### src/rtl/shadow_chain_rx_if.sv
// Chain-side and host-side signals of shadow_chain_rx. The master modport is the receiver
// itself; the slave modport is the capture instance plus the host debug port.
interface shadow_chain_rx_if #(
  parameter int unsigned WORD_W = 32
) ();
  logic              dump_en;
  logic              ch_in;
  logic              ch_in_vld;
  logic              ch_in_done;
  logic [WORD_W-1:0] rd_data;
  logic              rd_last;
  logic              rd_vld;
  logic              rd_rdy;

  modport master (
    output dump_en, rd_data, rd_last, rd_vld,
    input  ch_in, ch_in_vld, ch_in_done, rd_rdy
  );

  modport slave (
    input  dump_en, rd_data, rd_last, rd_vld,
    output ch_in, ch_in_vld, ch_in_done, rd_rdy
  );
endinterface

### src/rtl/shadow_chain_rx.sv
// Receiving end of the shadow-capture dump chain: requests a dump, packs the serial stream
// LSB-first into words and queues them for the host. Define SHADOW_RX_LEN_CHECK_EN for len_err.
module shadow_chain_rx #(
  parameter int unsigned DFF_BITS   = 40,
  parameter int unsigned WORD_W     = 32,
  parameter int unsigned FIFO_DEPTH = 4
) (
  input  logic              sh_clk,
  input  logic              sh_rst_l,
  input  logic              dump_req,
  shadow_chain_rx_if.master bus,
  output logic              busy,
  output logic              ovf,
  output logic              len_err
);

  localparam int unsigned CNT_W  = $clog2(DFF_BITS * 2 + 1);
  localparam int unsigned POS_W  = (WORD_W > 1) ? $clog2(WORD_W) : 1;
  localparam int unsigned PTR_W  = $clog2(FIFO_DEPTH);
  localparam int unsigned FILL_W = PTR_W + 1;
  localparam logic [CNT_W-1:0] CNT_MAX = '1;

  typedef enum logic [1:0] {StIdle, StDump, StFlush} state_e;

  state_e            state_q;
  logic              dump_en_q;
  logic              busy_q;
  logic [CNT_W-1:0]  cnt_q, cnt_nxt;
  logic [POS_W-1:0]  pos_q, pos_nxt;
  logic [WORD_W-1:0] sreg_q, word_nxt;
  logic              stg_vld_q;
  logic              stg_last_q;
  logic [WORD_W-1:0] stg_data_q;
  logic              start, shift, complete, done_now, mark;

  logic [WORD_W-1:0]     mem_data_q [FIFO_DEPTH];
  logic [FIFO_DEPTH-1:0] mem_last_q;
  logic [PTR_W-1:0]      wr_ptr_q, rd_ptr_q, tail_ptr;
  logic [FILL_W-1:0]     fill_q;
  logic                  full, pop, push_ok, drop, tail_mark;
  logic                  last_push_ok_q;
  logic                  ovf_q;

  always_comb begin
    start    = (state_q == StIdle) & dump_req;
    shift    = (state_q == StDump) & bus.ch_in_vld;
    done_now = (state_q == StDump) & bus.ch_in_done;
    complete = shift & (pos_q == POS_W'(WORD_W - 1));
    word_nxt = sreg_q;
    pos_nxt  = pos_q;
    cnt_nxt  = cnt_q;
    if (shift) begin
      word_nxt[pos_q] = bus.ch_in;
      pos_nxt         = complete ? '0 : pos_q + POS_W'(1);
      if (cnt_q != CNT_MAX) cnt_nxt = cnt_q + CNT_W'(1);
    end
    // Done with nothing left over: the previous full word becomes the last one.
    mark = done_now & ~complete & (pos_nxt == '0) & (cnt_nxt != '0);
  end

  // Control FSM; words leave through a one-deep staging register into the FIFO.
  always_ff @(posedge sh_clk or negedge sh_rst_l) begin
    if (!sh_rst_l) begin
      state_q    <= StIdle;
      dump_en_q  <= 1'b0;
      busy_q     <= 1'b0;
      cnt_q      <= '0;
      pos_q      <= '0;
      sreg_q     <= '0;
      stg_vld_q  <= 1'b0;
      stg_last_q <= 1'b0;
      stg_data_q <= '0;
    end else begin
      stg_vld_q <= 1'b0;
      case (state_q)
        StIdle: begin
          if (dump_req) begin
            state_q   <= StDump;
            dump_en_q <= 1'b1;
            busy_q    <= 1'b1;
            cnt_q     <= '0;
            pos_q     <= '0;
            sreg_q    <= '0;
          end
        end
        StDump: begin
          cnt_q  <= cnt_nxt;
          pos_q  <= pos_nxt;
          sreg_q <= complete ? '0 : word_nxt;
          if (complete | (done_now & ~mark)) begin
            stg_vld_q  <= 1'b1;
            stg_data_q <= word_nxt;
            stg_last_q <= done_now;
          end
          if (done_now) begin
            state_q   <= StFlush;
            dump_en_q <= 1'b0;
          end
        end
        StFlush: begin
          state_q <= StIdle;
          busy_q  <= 1'b0;
        end
        default: state_q <= StIdle;
      endcase
    end
  end

  always_comb begin
    full      = (fill_q == FILL_W'(FIFO_DEPTH));
    pop       = (fill_q != '0) & bus.rd_rdy;
    push_ok   = stg_vld_q & (~full | pop);
    drop      = stg_vld_q & full & ~pop;
    tail_ptr  = wr_ptr_q - PTR_W'(1);
    // Only flag the tail if it is still this dump's word sitting in the FIFO.
    tail_mark = mark & ~stg_vld_q & last_push_ok_q & (fill_q != '0);
  end

  always_ff @(posedge sh_clk or negedge sh_rst_l) begin
    if (!sh_rst_l) begin
      for (int i = 0; i < FIFO_DEPTH; i++) mem_data_q[i] <= '0;
      mem_last_q     <= '0;
      wr_ptr_q       <= '0;
      rd_ptr_q       <= '0;
      fill_q         <= '0;
      last_push_ok_q <= 1'b0;
      ovf_q          <= 1'b0;
    end else begin
      if (push_ok) begin
        mem_data_q[wr_ptr_q] <= stg_data_q;
        mem_last_q[wr_ptr_q] <= stg_last_q | mark;
        wr_ptr_q             <= wr_ptr_q + PTR_W'(1);
      end
      if (tail_mark) mem_last_q[tail_ptr] <= 1'b1;
      if (pop) rd_ptr_q <= rd_ptr_q + PTR_W'(1);
      case ({push_ok, pop})
        2'b10:   fill_q <= fill_q + FILL_W'(1);
        2'b01:   fill_q <= fill_q - FILL_W'(1);
        default: fill_q <= fill_q;
      endcase
      if (start) begin
        ovf_q          <= 1'b0;
        last_push_ok_q <= 1'b0;
      end else if (stg_vld_q) begin
        last_push_ok_q <= push_ok;
        if (drop) ovf_q <= 1'b1;
      end
    end
  end

`ifdef SHADOW_RX_LEN_CHECK_EN
  logic len_err_q;

  always_ff @(posedge sh_clk or negedge sh_rst_l) begin
    if (!sh_rst_l) begin
      len_err_q <= 1'b0;
    end else if (start) begin
      len_err_q <= 1'b0;
    end else if ((state_q == StFlush) && (cnt_q != CNT_W'(DFF_BITS))) begin
      len_err_q <= 1'b1;
    end
  end

  assign len_err = len_err_q;
`else
  assign len_err = 1'b0;
`endif

  assign bus.dump_en = dump_en_q;
  assign bus.rd_data = mem_data_q[rd_ptr_q];
  assign bus.rd_last = mem_last_q[rd_ptr_q];
  assign bus.rd_vld  = (fill_q != '0);
  assign busy        = busy_q;
  assign ovf         = ovf_q;

endmodule
### src/flat_wrapper.sv
// flat-port wrapper written by rule: the top's interface ports become plain ports
module shadow_chain_rx_flat 
#(
  parameter int unsigned DFF_BITS   = 40,
  parameter int unsigned WORD_W     = 32,
  parameter int unsigned FIFO_DEPTH = 4
)
  (sh_clk, sh_rst_l, dump_req, busy, ovf, len_err, bus_dump_en, bus_rd_data, bus_rd_last, bus_rd_vld, bus_ch_in, bus_ch_in_vld, bus_ch_in_done, bus_rd_rdy);
  shadow_chain_rx_if #(.WORD_W(WORD_W)) bus_i ();
  input  logic sh_clk;
  input  logic sh_rst_l;
  input  logic dump_req;
  output logic busy;
  output logic ovf;
  output logic len_err;
  output wire logic [$bits(bus_i.dump_en)-1:0] bus_dump_en;
  output wire logic [$bits(bus_i.rd_data)-1:0] bus_rd_data;
  output wire logic [$bits(bus_i.rd_last)-1:0] bus_rd_last;
  output wire logic [$bits(bus_i.rd_vld)-1:0] bus_rd_vld;
  input wire logic [$bits(bus_i.ch_in)-1:0] bus_ch_in;
  input wire logic [$bits(bus_i.ch_in_vld)-1:0] bus_ch_in_vld;
  input wire logic [$bits(bus_i.ch_in_done)-1:0] bus_ch_in_done;
  input wire logic [$bits(bus_i.rd_rdy)-1:0] bus_rd_rdy;
  assign bus_dump_en = bus_i.dump_en;
  assign bus_rd_data = bus_i.rd_data;
  assign bus_rd_last = bus_i.rd_last;
  assign bus_rd_vld = bus_i.rd_vld;
  assign bus_i.ch_in = bus_ch_in;
  assign bus_i.ch_in_vld = bus_ch_in_vld;
  assign bus_i.ch_in_done = bus_ch_in_done;
  assign bus_i.rd_rdy = bus_rd_rdy;
  shadow_chain_rx #(.DFF_BITS(DFF_BITS), .WORD_W(WORD_W), .FIFO_DEPTH(FIFO_DEPTH)) u_core (.sh_clk(sh_clk), .sh_rst_l(sh_rst_l), .dump_req(dump_req), .bus(bus_i), .busy(busy), .ovf(ovf), .len_err(len_err));
endmodule
### config.mk
export PLATFORM = sky130hd
export DESIGN_NAME = shadow_chain_rx_flat
export DESIGN_NICKNAME = d
export VERILOG_FILES = /design/src/rtl/shadow_chain_rx_if.sv /design/src/rtl/shadow_chain_rx.sv /design/src/flat_wrapper.sv
export SDC_FILE = /design/constraint.sdc
export NUM_CORES = 1
export LEC_CHECK = 0
export BUFFER_PORTS_ARGS = -buffer_cell sky130_fd_sc_hd__buf_2
export CORE_MARGIN = 4
export CORE_UTILIZATION = 25
export DETAILED_ROUTE_END_ITERATION = 8
export GPL_ROUTABILITY_DRIVEN = 1
export GPL_TIMING_DRIVEN = 0
export PLACE_DENSITY_LB_ADDON = 0.15
export SYNTH_ARGS = -nofsm -noshare
export SYNTH_HDL_FRONTEND = slang
export SYNTH_SLANG_ARGS = --single-unit
### constraint.sdc
create_clock -name sh_clk -period 3.5 [get_ports sh_clk]
set_clock_uncertainty 0.15 [all_clocks]
set_input_delay 0.175 -clock sh_clk [delete_from_list [all_inputs] [get_ports sh_clk]]
set_output_delay 0.175 -clock sh_clk [all_outputs]
set_load 0.02 [all_outputs]
# ---- Yosys cells after proc, flatten, opt, wreduce, memory -nomap -nowiden
# Cells that the tools add are included.
dict set report word_totals {
  input_bits 7
  register_bits 223
  out_inout_bits 38
}
dict set report op_classes {
  n_bitwise 26
  n_eq_ne 9
  muxes 45
  add_sub_neg 7
  n_reduce_logical 19
  order_cmp 10
}
# op count
set op_table {}
lappend op_table {{32-bit 2-to-1 mux} 6}
lappend op_table {{128-bit bitwise mux} 1}
lappend op_table {{32-bit binary-select mux with 2-bit select} 1}
lappend op_table {{32-bit demux with 2-bit select} 1}
lappend op_table {{32-bit case mux with 2 select lines} 1}
lappend op_table {{32-bit bitwise mux} 1}
lappend op_table {{7-bit 2-to-1 mux} 3}
lappend op_table {{1-bit bitwise AND} 15}
lappend op_table {{5-bit 2-to-1 mux} 3}
lappend op_table {{7-bit case mux with 2 select lines} 1}
lappend op_table {{1-bit 2-to-1 mux} 13}
lappend op_table {{5-bit case mux with 2 select lines} 1}
lappend op_table {{2-bit AND reduction} 5}
lappend op_table {{2-bit nonzero test} 5}
lappend op_table {{2-bit by 3-bit < comparator with 1-bit output, second input constant} 3}
lappend op_table {{4-bit 2-to-1 mux} 2}
lappend op_table {{7-bit by 1-bit adder with 7-bit output, second input constant} 1}
lappend op_table {{7-bit inequality test, second input constant} 1}
lappend op_table {{7-bit nonzero test} 1}
lappend op_table {{3-bit greater-or-equal comparator, second input constant} 2}
lappend op_table {{5-bit by 6-bit < comparator with 1-bit output, second input constant} 1}
lappend op_table {{2-bit NOT with 3-bit output} 2}
lappend op_table {{3-bit case mux with 2 select lines} 1}
lappend op_table {{5-bit by 1-bit adder with 5-bit output, second input constant} 1}
lappend op_table {{other kinds (28)} 44}

# ---- Logic depth before layout (Yosys ltp)
# Gate-level depths: netlist of the first run.
dict set report depth {
  word_depth 13
  mapped_depth 11
}

# ---- Worst setup path after synthesis of the first run
# OpenSTA, ideal clock, no wires.
dict set report synth_path {
  kind {register to register}
  startpoint {register u_core.pos_q[1]}
  endpoint {register u_core.stg_data_q[13]}
  n_path_buf 1
  path_stages_with_launch 11
  path_slack_ns 0.928
  arrival_time_ns 2.294
  synth_period_minus_slack_ns 2.572
  cell_sequence {dfrtp_1 > ha_1 > and3_1 > ha_1 > nand2b_1 > a221oi_1 > o2111a_1 > o21a_1 > o21ai_4 > buf_12 > mux2i_1}
}
dict set report synth_via {
  elab_chain_len 11
  word_cells_on_any_way 21
  cone_classes {add/sub: 1; order compare: 2; eq/ne: 1; mux: 6; bitwise: 8; reduce/logical: 3}
}
# element line
set synth_rtl {}
lappend synth_rtl {{from (decl)} shadow_chain_rx.sv:29} ;# logic [POS_W-1:0] pos_q, pos_nxt;
lappend synth_rtl {{from (signal assigned)} shadow_chain_rx.sv:88} ;# pos_q <= pos_nxt;
lappend synth_rtl {{branches (longest 11 deep; another with 5-bit by 1-bit adder with 5-bit output)} --}
lappend synth_rtl {{to (signal assigned)} shadow_chain_rx.sv:92} ;# stg_data_q <= word_nxt;
lappend synth_rtl {{to (decl)} shadow_chain_rx.sv:33} ;# logic [WORD_W-1:0] stg_data_q;
# Several ways; the timed one is not identified.
# A chain may end at the register's enable or synchronous reset.

# ---- Worst setup path in the final report of the first run
dict set report layout_path {
  startpoint {register u_core.rd_ptr_q[0]}
  endpoint {output bus_rd_data[21]}
}
dict set report layout_via {
  elab_chain_len 4
}
# element line
set layout_rtl {}
lappend layout_rtl {{from (decl)} shadow_chain_rx.sv:38} ;# logic [PTR_W-1:0] wr_ptr_q, rd_ptr_q, tail_ptr;
lappend layout_rtl {{from (signal assigned)} shadow_chain_rx.sv:135} ;# if (pop) rd_ptr_q <= rd_ptr_q + PTR_W'(1);
lappend layout_rtl {{2-bit NOT with 3-bit output (not written as such)} shadow_chain_rx.sv:170} ;# assign bus.rd_data = mem_data_q[rd_ptr_q];
lappend layout_rtl {{32-bit binary-select mux with 2-bit select} shadow_chain_rx.sv:170}
lappend layout_rtl {{32-bit 2-to-1 mux (not written as such) (2 in a row)} shadow_chain_rx.sv:170}
lappend layout_rtl {{to (decl)} flat_wrapper.sv:17} ;# output wire logic [$bits(bus_i.rd_data)-1:0] bus_rd_data;
# No other way between the ends. The select of a mux whose other input is x is not followed.

==> results of run 1 <==
[metal layers]
metal	vias up	part of all wire	wire [um]	track usage
li1	3369	-	-	-
met1	3562	0.49	13860	0.1910
met2	93	0.45	12650	0.2006
met3	34	0.037	1045	0.02102
met4	0	0.018	507	0.03038
met5	-	0	0	0
[cell families after synthesis]
family	after synthesis
other	1
DFF	223
xor gates and xnor gates	8
adders and majority gates	16
muxes	100
buffers and inverters	100
and+or+nand+nor	261
AOI/OAI and AO/OA	217
[synth_stat cells, types with 5 or more instances]
cell type	n	area, um^2
ha_1	15	187.7
mux2i_1	67	670.6
clkbuf_1	44	165.2
nand3b_1	5	37.54
o21ai_0	174	870.8
nand2_1	187	701.9
a21oi_1	12	60.06
inv_1	46	172.7
nor2_1	27	101.4
mux4_2	33	743.2
nand3_1	13	65.06
nand2b_1	5	31.28
dfrtp_1	223	5580
[where the power goes]
part | internal, uW | leakage [uW] | switching, uW
Combinational | 1110 | 0.00172 | 1770
Sequential | 3210 | 0.00302 | 352
Clock | 1810 | 0.000487 | 1170
[final timing paths]
path,slack (ns),start,cells past startpoint,to
max in group asynchronous,1.99,sh_rst_l,4,u_core.mem_data_q[13]
setup reg to reg,0.50,u_core.pos_q[1],10,u_core.stg_data_q[24]
setup / recovery,0.27,u_core.rd_ptr_q[0],4,bus_rd_data[21]
hold / removal,-0.004,sh_rst_l,2,u_core.fill_q[1]
min in group sh_clk,0.32,u_core.mem_data_q[76],2,u_core.mem_data_q[76]
hold reg to reg,0.32,u_core.mem_data_q[76],2,u_core.mem_data_q[76]
[registers in the layout, indices dropped and copies added (netlist names), 2 cells and up]
register / flops
u_core.state_q: 2
u_core.fill_q: 3
u_core.sreg_q: 32
u_core.pos_q: 5
u_core.cnt_q: 7
u_core.stg_data_q: 32
u_core.rd_ptr_q: 2
u_core.mem_data_q: 128
u_core.mem_last_q: 4
u_core.wr_ptr_q: 2
[stage by stage]
stage | hold WS (ns) | cell area (um^2) | util
global route | 0.04470 | 12050 | 0.3033
finish | -0.004438 | 12050 | 0.3033
floorplan | -0.2706 | 10060 | -
global placement | 0.3056 | 10930 | 0.2751
CTS | 0.01584 | 12050 | 0.3032
detailed placement | 0.003759 | 11000 | 0.2767
[what timing repair did]
action	4_1_cts	5_1_grt
hold buffers	7	0
endpoints found under the hold margin	145	0
resized for setup	4	2
endpoints found under the setup margin	11	8
[layout make-up]
| cell class | count | area, um^2 |
|---|---|---|
| Fill cell | 4181 | 27680 |
| Sequential cell | 223 | 5580 |
| Multi-Input combinational cell | 603 | 4039 |
| Clock buffer | 37 | 825.8 |
| Tap cell | 525 | 656.9 |
| Timing Repair Buffer | 52 | 350.3 |
| Buffer | 54 | 282.8 |
| Inverter | 46 | 172.7 |
| Clock inverter | 16 | 141.4 |
| Antenna cell | 1 | 2.502 |
==> qor_table.md, run 1 <==
| Metric | Reported |
| --- | --- |
| Overall die area | 43510 um^2 |
| Unrepaired setup endpoints after global routing | no |
| GP Congestion | 0.7390 |
| Mux contribution to synthesized area | 0.1406 |
| Cell type group with the largest total delay on the critical path | buffers and inverters |
| Clock latency reported for the late side of the worst-skew pair | 0.54 ns |
| Max Buffers Root-to-Sink | 3 |
| Clock Pin Slew Worst Setup and Hold Paths | 0.06 ns |
| Largest net degree at the start of global routing | 95 |
| Area share of fa/ha/maj cells after synthesis | 0.02065 |
| Worst-case hold slack | -0.004438 ns |
| Total overflow reported by the global router | 0 |
| Max Clk Rate | 0.3095 GHz |
| Detailed Routing Iterations Pass 1 | 4 |
| Initial core utilization | 0.2532 |
| Chip Height | 208.6 um |
| Layout cells sized above 1 | 0.1416 |
| Violated checks | negative hold slack |
| Worst Path Class, Setup | register to output port |
| Final HPWL DP | 18750 um |
| Worst path arrival time | 2.91 ns |
| Critical Path Slowest Stage Cell | clkdlybuf4s15_2 |
| Synth Flop Type | dfrtp_1 |
| Nature of the critical path endpoint | output port |
| Count of endpoints failing setup in the final report | 0 |
| CTS H-tree lvls | 1 |
| Post-route DRC | 0 |
| Max_slew headroom | 0.3176 |
| Routed WL | 28060 um |
| Clk sinks | 223 |
| Buffering stage count on the worst path with inverters included | 3 |
| Launching element type of the critical path | register |
| # IOs | 45 |
| Number of DRC markers in iteration 0 | 392 |
| Post-layout net count | 1032 |
| Vias in the first global route | 7324 |
| Input/output buffers | 43 |
| Worst path max stage delay | 0.66 ns |
| Placed Instances | 1496 |
| Relative area change from synthesis to final layout | 19.82% |
| Worst slack after detailed placement | 0.4382 ns |
| Tcrit/Tclk final | 0.9231 |
| Final non-filler cell total | 1557 |
| Run status | finished with violations |
| Std cell rows | 73 |
| Xor and xnor area share after synthesis | 0.006966 |
| Slew at the pin closest to its max-slew limit | 1.017 ns |
| Global-route wire length before repair | 45080 um |
| Final count of pins violating max slew | 0 |
| Total power draw | 9419 uW |
| Max-cap violations | 0 |
| Final total negative setup slack | 0 ns |
| Syn. warnings | 0 |
| Cell area after synthesis | 10060 um^2 |
| Via density | 4.533 |
| Synthesized-area fraction occupied by ao, oa, aoi and oai cells | 0.1220 |
| Die width | 208.6 um |
| Average wire per cell in the routed design | 18.02 um |
| Path type of the worst min-delay path | primary input to asynchronous set/reset pin |
| Power density over the cells | 781.6 nW/um^2 |
| Period minus WS final | 3.231 ns |
| Standard cell core area | 39730 um^2 |
| CTS tree | done |
| Peak supply drop | 0.0003403 V |
| Remaining antenna violation count after routing | 0 |
| Leakage power total | 0.005232 uW |
| CTS Buf Count | 29 |
| Most used cells in the layout excluding fill and tap cells | 223 x dfrtp_1, 187 x nand2_1, 174 x o21ai_0 |
| Routed via count | 7058 |
| Largest family of logic cells by synthesized area | multiplexers |
| Number of setup buffers added after CTS | 0 |
| List of cells traversed by the critical path | clkbuf_1 > clkdlybuf4s15_2 > mux4_2 > buf_2 |
| Count of endpoints failing hold in the final timing report | 2 |
| Net count of the mapped netlist | 949 |
| Synth Instances | 926 |
| Root buffer cell | clkbuf_16 |
| Share of synthesized registers carrying an async set or reset | 1.000 |
| Mean instance size in the synthesized netlist | 10.86 um^2 |
| Distinct cells, synth | 52 |
| Total Routing Usage GR | 0.1294 |
| Sequential share of the synthesized area | 0.5548 |
| Post-layout worst setup margin | 0.2690 ns |
| Simple-gate area share of the yosys netlist | 0.1110 |
| Crit path max fanout | 10 |
| Worst path required time | 3.17 ns |
| Number of flops mapped to enable cells by yosys | 0 |
| Most common cell after layout, fill and taps aside | dfrtp_1 |
| Initial antenna violation count | 1 |
| Number of flip-flops and latches in the synthesized netlist | 223 |
Power figures use the tool's default switching activity.
==> run 2, diff against run 1 <==
--- a/config.mk
+++ b/config.mk
@@ -8,9 +8,9 @@
 export BUFFER_PORTS_ARGS = -buffer_cell sky130_fd_sc_hd__buf_2
 export CORE_MARGIN = 4
-export CORE_UTILIZATION = 25
+export CORE_UTILIZATION = 60
 export DETAILED_ROUTE_END_ITERATION = 8
 export GPL_ROUTABILITY_DRIVEN = 1
 export GPL_TIMING_DRIVEN = 0
-export PLACE_DENSITY_LB_ADDON = 0.15
+export PLACE_DENSITY = 0.88
 export SYNTH_ARGS = -nofsm -noshare
 export SYNTH_HDL_FRONTEND = slang
--- a/constraint.sdc
+++ b/constraint.sdc
@@ -3,3 +3,3 @@
 set_input_delay 0.175 -clock sh_clk [delete_from_list [all_inputs] [get_ports sh_clk]]
 set_output_delay 0.175 -clock sh_clk [all_outputs]
-set_load 0.02 [all_outputs]
+set_load 0.005 [all_outputs]
==> qor_table.md, run 2 (synthesized netlist as in run 1, its figures left out) <==
| Metric | Reported | vs previous |
| --- | --- | --- |
| Run status | complete, no violations | was finished with violations |
| Input/output buffers | 43 | unchanged |
| Overall die area | 18900 um^2 | was 43510 um^2 |
| Total Routing Usage GR | 0.2662 | was 0.1294 |
| Final count of pins violating max slew | 0 | unchanged |
| Layout cells sized above 1 | 0.1283 | was 0.1416 |
| Remaining antenna violation count after routing | 0 | unchanged |
| Post-layout net count | 1026 | was 1032 |
| Period minus WS final | 3.279 ns | was 3.231 ns |
| Largest registers in the final layout | u_core.mem_data_q: 128 flops, u_core.sreg_q: 32 flops, u_core.stg_data_q: 32 flops | unchanged |
| RR Startpoint | u_core.pos_q[1] | unchanged |
| Unrepaired setup endpoints after global routing | no | unchanged |
| Launching element type of the critical path | register | unchanged |
| CTS tree | done | unchanged |
| Vias in the first global route | 7764 | was 7324 |
| Worst path arrival time | 2.95 ns | was 2.91 ns |
| Standard cell core area | 16520 um^2 | was 39730 um^2 |
| Via density | 6.079 | was 4.533 |
| Final HPWL DP | 15910 um | was 18750 um |
| Routed WL | 24240 um | was 28060 um |
| Routed via count | 7544 | was 7058 |
| Max_slew headroom | 0.3831 | was 0.3176 |
| Count of endpoints failing hold in the final timing report | 0 | was 2 |
| Total power draw | 8625 uW | was 9419 uW |
| Post-cts sizing count | 0 | was 4 |
| Peak supply drop | 0.0004429 V | was 0.0003403 V |
| Std cell rows | 47 | was 73 |
| Number of DRC markers in iteration 0 | 699 | was 392 |
| Die width | 137.5 um | was 208.6 um |
| Chip Height | 137.5 um | was 208.6 um |
| Root buffer cell | clkbuf_16 | unchanged |
| Antenna cells | 0 | was 1 |
| Crit path max fanout | 10 | unchanged |
| Max-cap violations | 0 | unchanged |
| CTS Buf Count | 24 | was 29 |
| Reg2Reg Capture Point | u_core.stg_data_q[8] | was u_core.stg_data_q[24] |
| Nature of the critical path endpoint | output port | unchanged |
| CTS H-tree lvls | 1 | unchanged |
| Routing layer with the top usage in global route | met2 | unchanged |
| Power density over the cells | 755.1 nW/um^2 | was 781.6 nW/um^2 |
| Global-route track usage on met3 | 0.03944 | was 0.02102 |
| Count of endpoints failing setup in the final report | 0 | unchanged |
| Post-route DRC | 0 | unchanged |
| # IOs | 45 | unchanged |
| Global-route wire length before repair | 39760 um | was 45080 um |
| Worst path required time | 3.17 ns | about the same |
| Initial antenna violation count | 0 | was 1 |
| Total overflow reported by the global router | 0 | unchanged |
| Most used cells in the layout excluding fill and tap cells | 223 x dfrtp_1, 187 x nand2_1, 174 x o21ai_0 | unchanged |
| Slew at the pin closest to its max-slew limit | 0.9254 ns | was 1.017 ns |
| Fraction of the core area covered by cells at the end of the flow | 0.6912 | was 0.3033 |
| Clk sinks | 223 | unchanged |
| Path type of the worst min-delay path | primary input to asynchronous set/reset pin | unchanged |
| Initial core utilization | 0.6087 | was 0.2532 |
| Largest register FFs | 128 | unchanged |
| Most common cell after layout, fill and taps aside | dfrtp_1 | unchanged |
| GP Congestion | 0.9099 | was 0.7390 |
| Setup slack of the worst register-to-register path | 0.49 ns | was 0.50 ns |
| Met1 Usage GRT | 0.3611 | was 0.1910 |
| Tcrit/Tclk final | 0.9367 | was 0.9231 |
| Crit path from | u_core.rd_ptr_q[0] | unchanged |
| Clock Pin Slew Worst Setup and Hold Paths | 0.06 ns | about the same |
| Leakage power total | 0.005108 uW | was 0.005232 uW |
| Worst Path Class, Setup | register to output port | unchanged |
| Max Clk Rate | 0.3050 GHz | was 0.3095 GHz |
| Met2 track utilization from global routing | 0.4382 | was 0.2006 |
| Largest net degree at the start of global routing | 127 | was 95 |
| End point of the critical path | bus_rd_data[20] | was bus_rd_data[21] |
| Max Buffers Root-to-Sink | 3 | unchanged |
| Detailed Routing Iterations Pass 1 | 5 | was 4 |
| Register with the highest flop count | u_core.mem_data_q | unchanged |
| Average wire per cell in the routed design | 19.53 um | was 18.02 um |
| Relative area change from synthesis to final layout | 13.56% | was 19.82% |
| Reg2Reg Depth | 10 | unchanged |
| Clock latency reported for the late side of the worst-skew pair | 0.51 ns | was 0.54 ns |
[run 2: cell count changes in the layout (fill, tap and decap cells not counted), sizes merged]
cell / change
buf: +2
bufinv: -2
clkbuf: -6
clkdlybuf4s15: -2
clkinv: -2
clkinvlp: -1
diode: -1
inv: +1
[run 2: routing by layer]
metal  routed length (um)  share of wire  up-vias
met4                  752          0.031        0
met3                 1662          0.069       79
met1                 9857           0.41     3726
met2                11970           0.49      380
met5                    0              0        -
li1                     -              -     3359
[run 2: power by group]
group	internal (uW)	total [uW]	switching, uW
clock network	1400	2440	1040
registers	3210	3610	397
logic	1090	2570	1480
[run 2: per-stage QoR]
step | cell area, um^2 | setup TNS, ns | setup slack, ns | hold WS [ns] | std cells
after floorplan | 10060 | 0 | 0.9279 | -0.2706 | 926
final | 11420 | 0 | 0.2214 | 0.2146 | 1241
after CTS | 11420 | 0 | 0.1737 | 0.2541 | 1241
after global placement | 10550 | -365.18 | -1.650 | 0.3062 | 1189
after global routing | 11420 | 0 | 0.03306 | 0.2998 | 1241
after detailed placement | 10590 | 0 | 0.5630 | 0.2010 | 1190
[run 2: what timing repair did]
item	in CTS	in global routing
hold buffers	7	0
endpoints found under the setup margin	0	0
setup buffers	0	0
hold endpoints to repair	137	0
[run 2: area by class of cell]
class,count,area (um^2)
plain buffers,54,266.5
clock buffers,32,691.9
clock inverters,12,73.82
fillers,1090,5102
inverters,46,172.7
multi-input cells,603,4039
flip-flops and latches,223,5580
well taps,220,275.3
repair buffers,51,322.8
[run 2: worst min-delay path by stage]
stage | end | slack [ns] | depth (start not counted)
2_1_floorplan | u_core.bus.dump_en | -0.27 | 0
3_3_place_gp | u_core.mem_data_q[2] | 0.31 | 2
6_report | u_core.mem_data_q[97] | 0.21 | 2
5_1_grt | u_core.mem_data_q[97] | 0.30 | 2
4_1_cts | u_core.mem_data_q[97] | 0.25 | 2
3_5_place_dp | u_core.mem_data_q[97] | 0.20 | 1
[run 2: worst max-delay path, cell delays in order (launching register included)]
cell and delay [ns]:
dfrtp_1 0.32, clkbuf_1 0.57, buf_1 0.76, mux4_2 0.65, buf_2 0.15
==> run 3, diff against run 2 <==
ABC_AREA = 1   (was unset)
==> qor_table.md, run 3 <==
| Metric | Reported | vs previous |
| --- | --- | --- |
| Number of flops mapped to enable cells by yosys | 0 | unchanged |
| Std cell rows | 47 | unchanged |
| Number of DRC markers in iteration 0 | 1071 | was 699 |
| Sequential share of the synthesized area | 0.5448 | was 0.5548 |
| Total Routing Usage GR | 0.2715 | was 0.2662 |
| Clock latency reported for the late side of the worst-skew pair | 0.51 ns | about the same |
| Number of setup buffers added after CTS | 0 | unchanged |
| Initial core utilization | 0.6155 | was 0.6087 |
| Cell area after synthesis | 10240 um^2 | was 10060 um^2 |
| Crit path max fanout | 10 | unchanged |
| Share of synthesized registers carrying an async set or reset | 1.000 | unchanged |
| Worst Path Class, Setup | register to output port | unchanged |
| RR Startpoint | u_core.fill_q[1] | was u_core.pos_q[1] |
| Setup slack of the worst register-to-register path | 0.79 ns | was 0.49 ns |
| Overall die area | 19230 um^2 | was 18900 um^2 |
| Worst slack after detailed placement | 1.012 ns | was 0.5630 ns |
| Period minus WS final | 2.835 ns | was 3.279 ns |
| Cts-stage hold buffer count | 4 | was 7 |
| Post-layout worst setup margin | 0.6647 ns | was 0.2214 ns |
| Net switching component of the power | 2791 uW | was 2921 uW |
| Average wire per cell in the routed design | 17.48 um | was 19.53 um |
| Synth Flop Type | dfrtp_1 | unchanged |
| Worst path required time | 3.17 ns | about the same |
| Hold_sp | bus_ch_in_vld |  |
| CTS H-tree lvls | 1 | unchanged |
| Vias in the first global route | 8829 | was 7764 |
| Cell area after placement | 10770 um^2 | was 10590 um^2 |
| Mean instance size in the synthesized netlist | 8.543 um^2 | was 10.86 um^2 |
| Number of flip-flops and latches in the synthesized netlist | 223 | unchanged |
| Reg2Reg Depth | 8 | was 10 |
| Post-route DRC | 0 | unchanged |
| Final count of pins violating max slew | 0 | unchanged |
| Power density over the cells | 680.8 nW/um^2 | was 755.1 nW/um^2 |
| Clock Pin Slew Worst Setup and Hold Paths | 0.06 ns | about the same |
| Largest register FFs | 128 | unchanged |
| Syn. warnings | 0 | unchanged |
| Synth Instances | 1199 | was 926 |
| Portion of total power attributed to the clock network | 0.323 | was 0.283 |
| Count of endpoints failing hold in the final timing report | 0 | unchanged |
| Register with the highest flop count | u_core.mem_data_q | unchanged |
| GP Congestion | 0.8976 | was 0.9099 |
| Detailed Routing Iterations Pass 1 | 5 | unchanged |
| Count of endpoints failing setup in the final report | 0 | unchanged |
| Worst hold endpoint | u_core.cnt_q[2] |  |
| Unrepaired setup endpoints after global routing | no | unchanged |
| Antenna cells | 0 | unchanged |
| Worst path arrival time | 2.51 ns | was 2.95 ns |
| Path type of the worst min-delay path | primary input to register | was primary input to asynchronous set/reset pin |
| Standard cell core area | 16640 um^2 | was 16520 um^2 |
| Fraction of power spent switching nets | 0.3529 | was 0.3387 |
| Sequential share of power | 0.371 | was 0.418 |
| Final total negative setup slack | 0 ns | unchanged |
| Max_slew headroom | 0.4995 | was 0.3831 |
| Peak supply drop | 0.0005359 V | was 0.0004429 V |
| Post-cts sizing count | 0 | unchanged |
| Root buffer cell | clkbuf_16 | unchanged |
| Run status | complete, no violations | unchanged |
| Max Buffers Root-to-Sink | 3 | unchanged |
| Die width | 138.7 um | was 137.5 um |
| Total overflow reported by the global router | 0 | unchanged |
| Tcrit/Tclk final | 0.8101 | was 0.9367 |
| Net count of the mapped netlist | 1222 | was 949 |
| Leakage power total | 0.005419 uW | was 0.005108 uW |
| Dominant cell by count in the synthesized netlist | nand2_1 | was dfrtp_1 |
| Routed via count | 8994 | was 7544 |
| Distinct cells, synth | 32 | was 52 |
| Initial antenna violation count | 0 | unchanged |
| Combinational fraction of design power | 0.306 | was 0.298 |
| CTS tree | done | unchanged |
| Clk sinks | 223 | unchanged |
| Synth cell count leaders | 262 x nand2_1, 223 x dfrtp_1, 205 x o21ai_0, 143 x nor2_1, 71 x inv_1 | was 223 x dfrtp_1, 187 x nand2_1, 174 x o21ai_0, 67 x mux2i_1, 46 x inv_1 |
| Remaining antenna violation count after routing | 0 | unchanged |
| Largest net degree at the start of global routing | 127 | unchanged |
| Largest registers in the final layout | u_core.mem_data_q: 128 flops, u_core.sreg_q: 32 flops, u_core.stg_data_q: 32 flops | unchanged |
| Slew at the pin closest to its max-slew limit | 0.7508 ns | was 0.9254 ns |
| Proportion of netlist area held by the largest area contributor | 0.5448 | was 0.5548 |
| Max Clk Rate | 0.3527 GHz | was 0.3050 GHz |
| Post-synth top area cell | dfrtp_1 | unchanged |
| Chip Height | 138.7 um | was 137.5 um |
| Relative area change from synthesis to final layout | 13.40% | was 13.56% |
| CTS Buf Count | 23 | was 24 |
| Cell types occupying the most area after synthesis | dfrtp_1 54%, o21ai_0 10%, nand2_1 9.6% | was dfrtp_1 55%, o21ai_0 8.7%, mux4_2 7.4% |
| Routed WL | 26380 um | was 24240 um |
| Reg2Reg Capture Point | u_core.mem_data_q[0] | was u_core.stg_data_q[8] |
| Nature of the critical path endpoint | output port | unchanged |
| Global-route wire length before repair | 43800 um | was 39760 um |
| Via density | 5.960 | was 6.079 |
| Final HPWL DP | 17340 um | was 15910 um |
| Post-layout net count | 1295 | was 1026 |
| Most used cells in the layout excluding fill and tap cells | 262 x nand2_1, 223 x dfrtp_1, 205 x o21ai_0 | was 223 x dfrtp_1, 187 x nand2_1, 174 x o21ai_0 |
| Most common cell after layout, fill and taps aside | nand2_1 | was dfrtp_1 |
| Input/output buffers | 43 | unchanged |
| Launching element type of the critical path | register | unchanged |
| Final standard cell area without fillers | 11620 um^2 | was 11420 um^2 |
| Layout cells sized above 1 | 0.08534 | was 0.1283 |
| Design internal power | 5117 uW | was 5704 uW |
| Max-cap violations | 0 | unchanged |
| # IOs | 45 | unchanged |
| Cell depth of the worst min-delay path | 6 |  |
## run 3: how the worst max path moves through the flow
stage	startpoint	to	slack (ns)	cells past startpoint
floorplan	u_core.pos_q[0]	u_core.stg_data_q[3]	1.26	17
global placement	sh_rst_l	u_core.sreg_q[14]	-1.63	1
detailed placement	u_core.pos_q[0]	u_core.stg_data_q[24]	1.01	15
CTS	u_core.rd_ptr_q[0]	bus_rd_data[20]	0.71	6
global route	u_core.rd_ptr_q[0]	bus_rd_data[20]	0.56	6
finish	u_core.rd_ptr_q[0]	bus_rd_data[20]	0.66	6
## run 3: worst max-delay path: stages, from the launching register on
cell	delay [ns]
dfrtp_1	0.44
inv_1	0.13
clkbuf_1	0.35
clkbuf_1	0.48
nor2_1	0.09
o22ai_1	0.32
buf_2	0.18
## run 3: power groups by stage
stage	clock network, uW	logic (uW)	registers [uW]
finish	2550	2420	2940
global route	2690	2660	2960
CTS	2570	2390	2930
detailed placement	0	2340	2970
global placement	0	2280	2960
floorplan	0	1480	2930
## run 3: logic make-up (layout without fill, tap and decap cells)
group | Yosys count | in the layout | share of synthesized area
AOI/OAI and AO/OA | 318 | 318 | 0.1756
xor gates and xnor gates | 7 | 7 | 0.005985
adders and majority gates | 16 | 16 | 0.02028
buffers and inverters | 151 | 241 | 0.06010
DFF | 223 | 223 | 0.5448
other | 1 | 1 | 0.0003661
and+or+nand+nor | 483 | 483 | 0.1929
## run 3: cell type report
class | count | area (um^2)
clock buffer | 34 | 706.9
fill | 1219 | 5026
tap | 220 | 275.3
multi-input combinational | 825 | 4048
timing repair buffer | 48 | 292.8
buffer | 76 | 334.1
inverter | 75 | 281.5
clock inverter | 8 | 97.59
sequential | 223 | 5580
## run 3: stage by stage
| stage | hold slack (ns) | utilization | power, uW | instances |
|---|---|---|---|---|
| final | 0.04166 | 0.6980 | 7908 | 1509 |
| after floorplan | -0.2706 | - | 4407 | 1199 |
| after global routing | 0.08116 | 0.6980 | 8312 | 1509 |
| after CTS | 0.01707 | 0.6980 | 7889 | 1509 |
| after detailed placement | 0.1124 | 0.6472 | 5313 | 1463 |
| after global placement | 0.2322 | 0.6450 | 5242 | 1462 |
## run 3: per-layer routing
layer | track usage | wire length, um | vias to the layer above
met5 | 0 | 0 | -
met4 | 0.09063 | 811 | 0
met3 | 0.03793 | 2075 | 72
met2 | 0.4576 | 12870 | 454
met1 | 0.3667 | 10620 | 4325
li1 | - | - | 4143
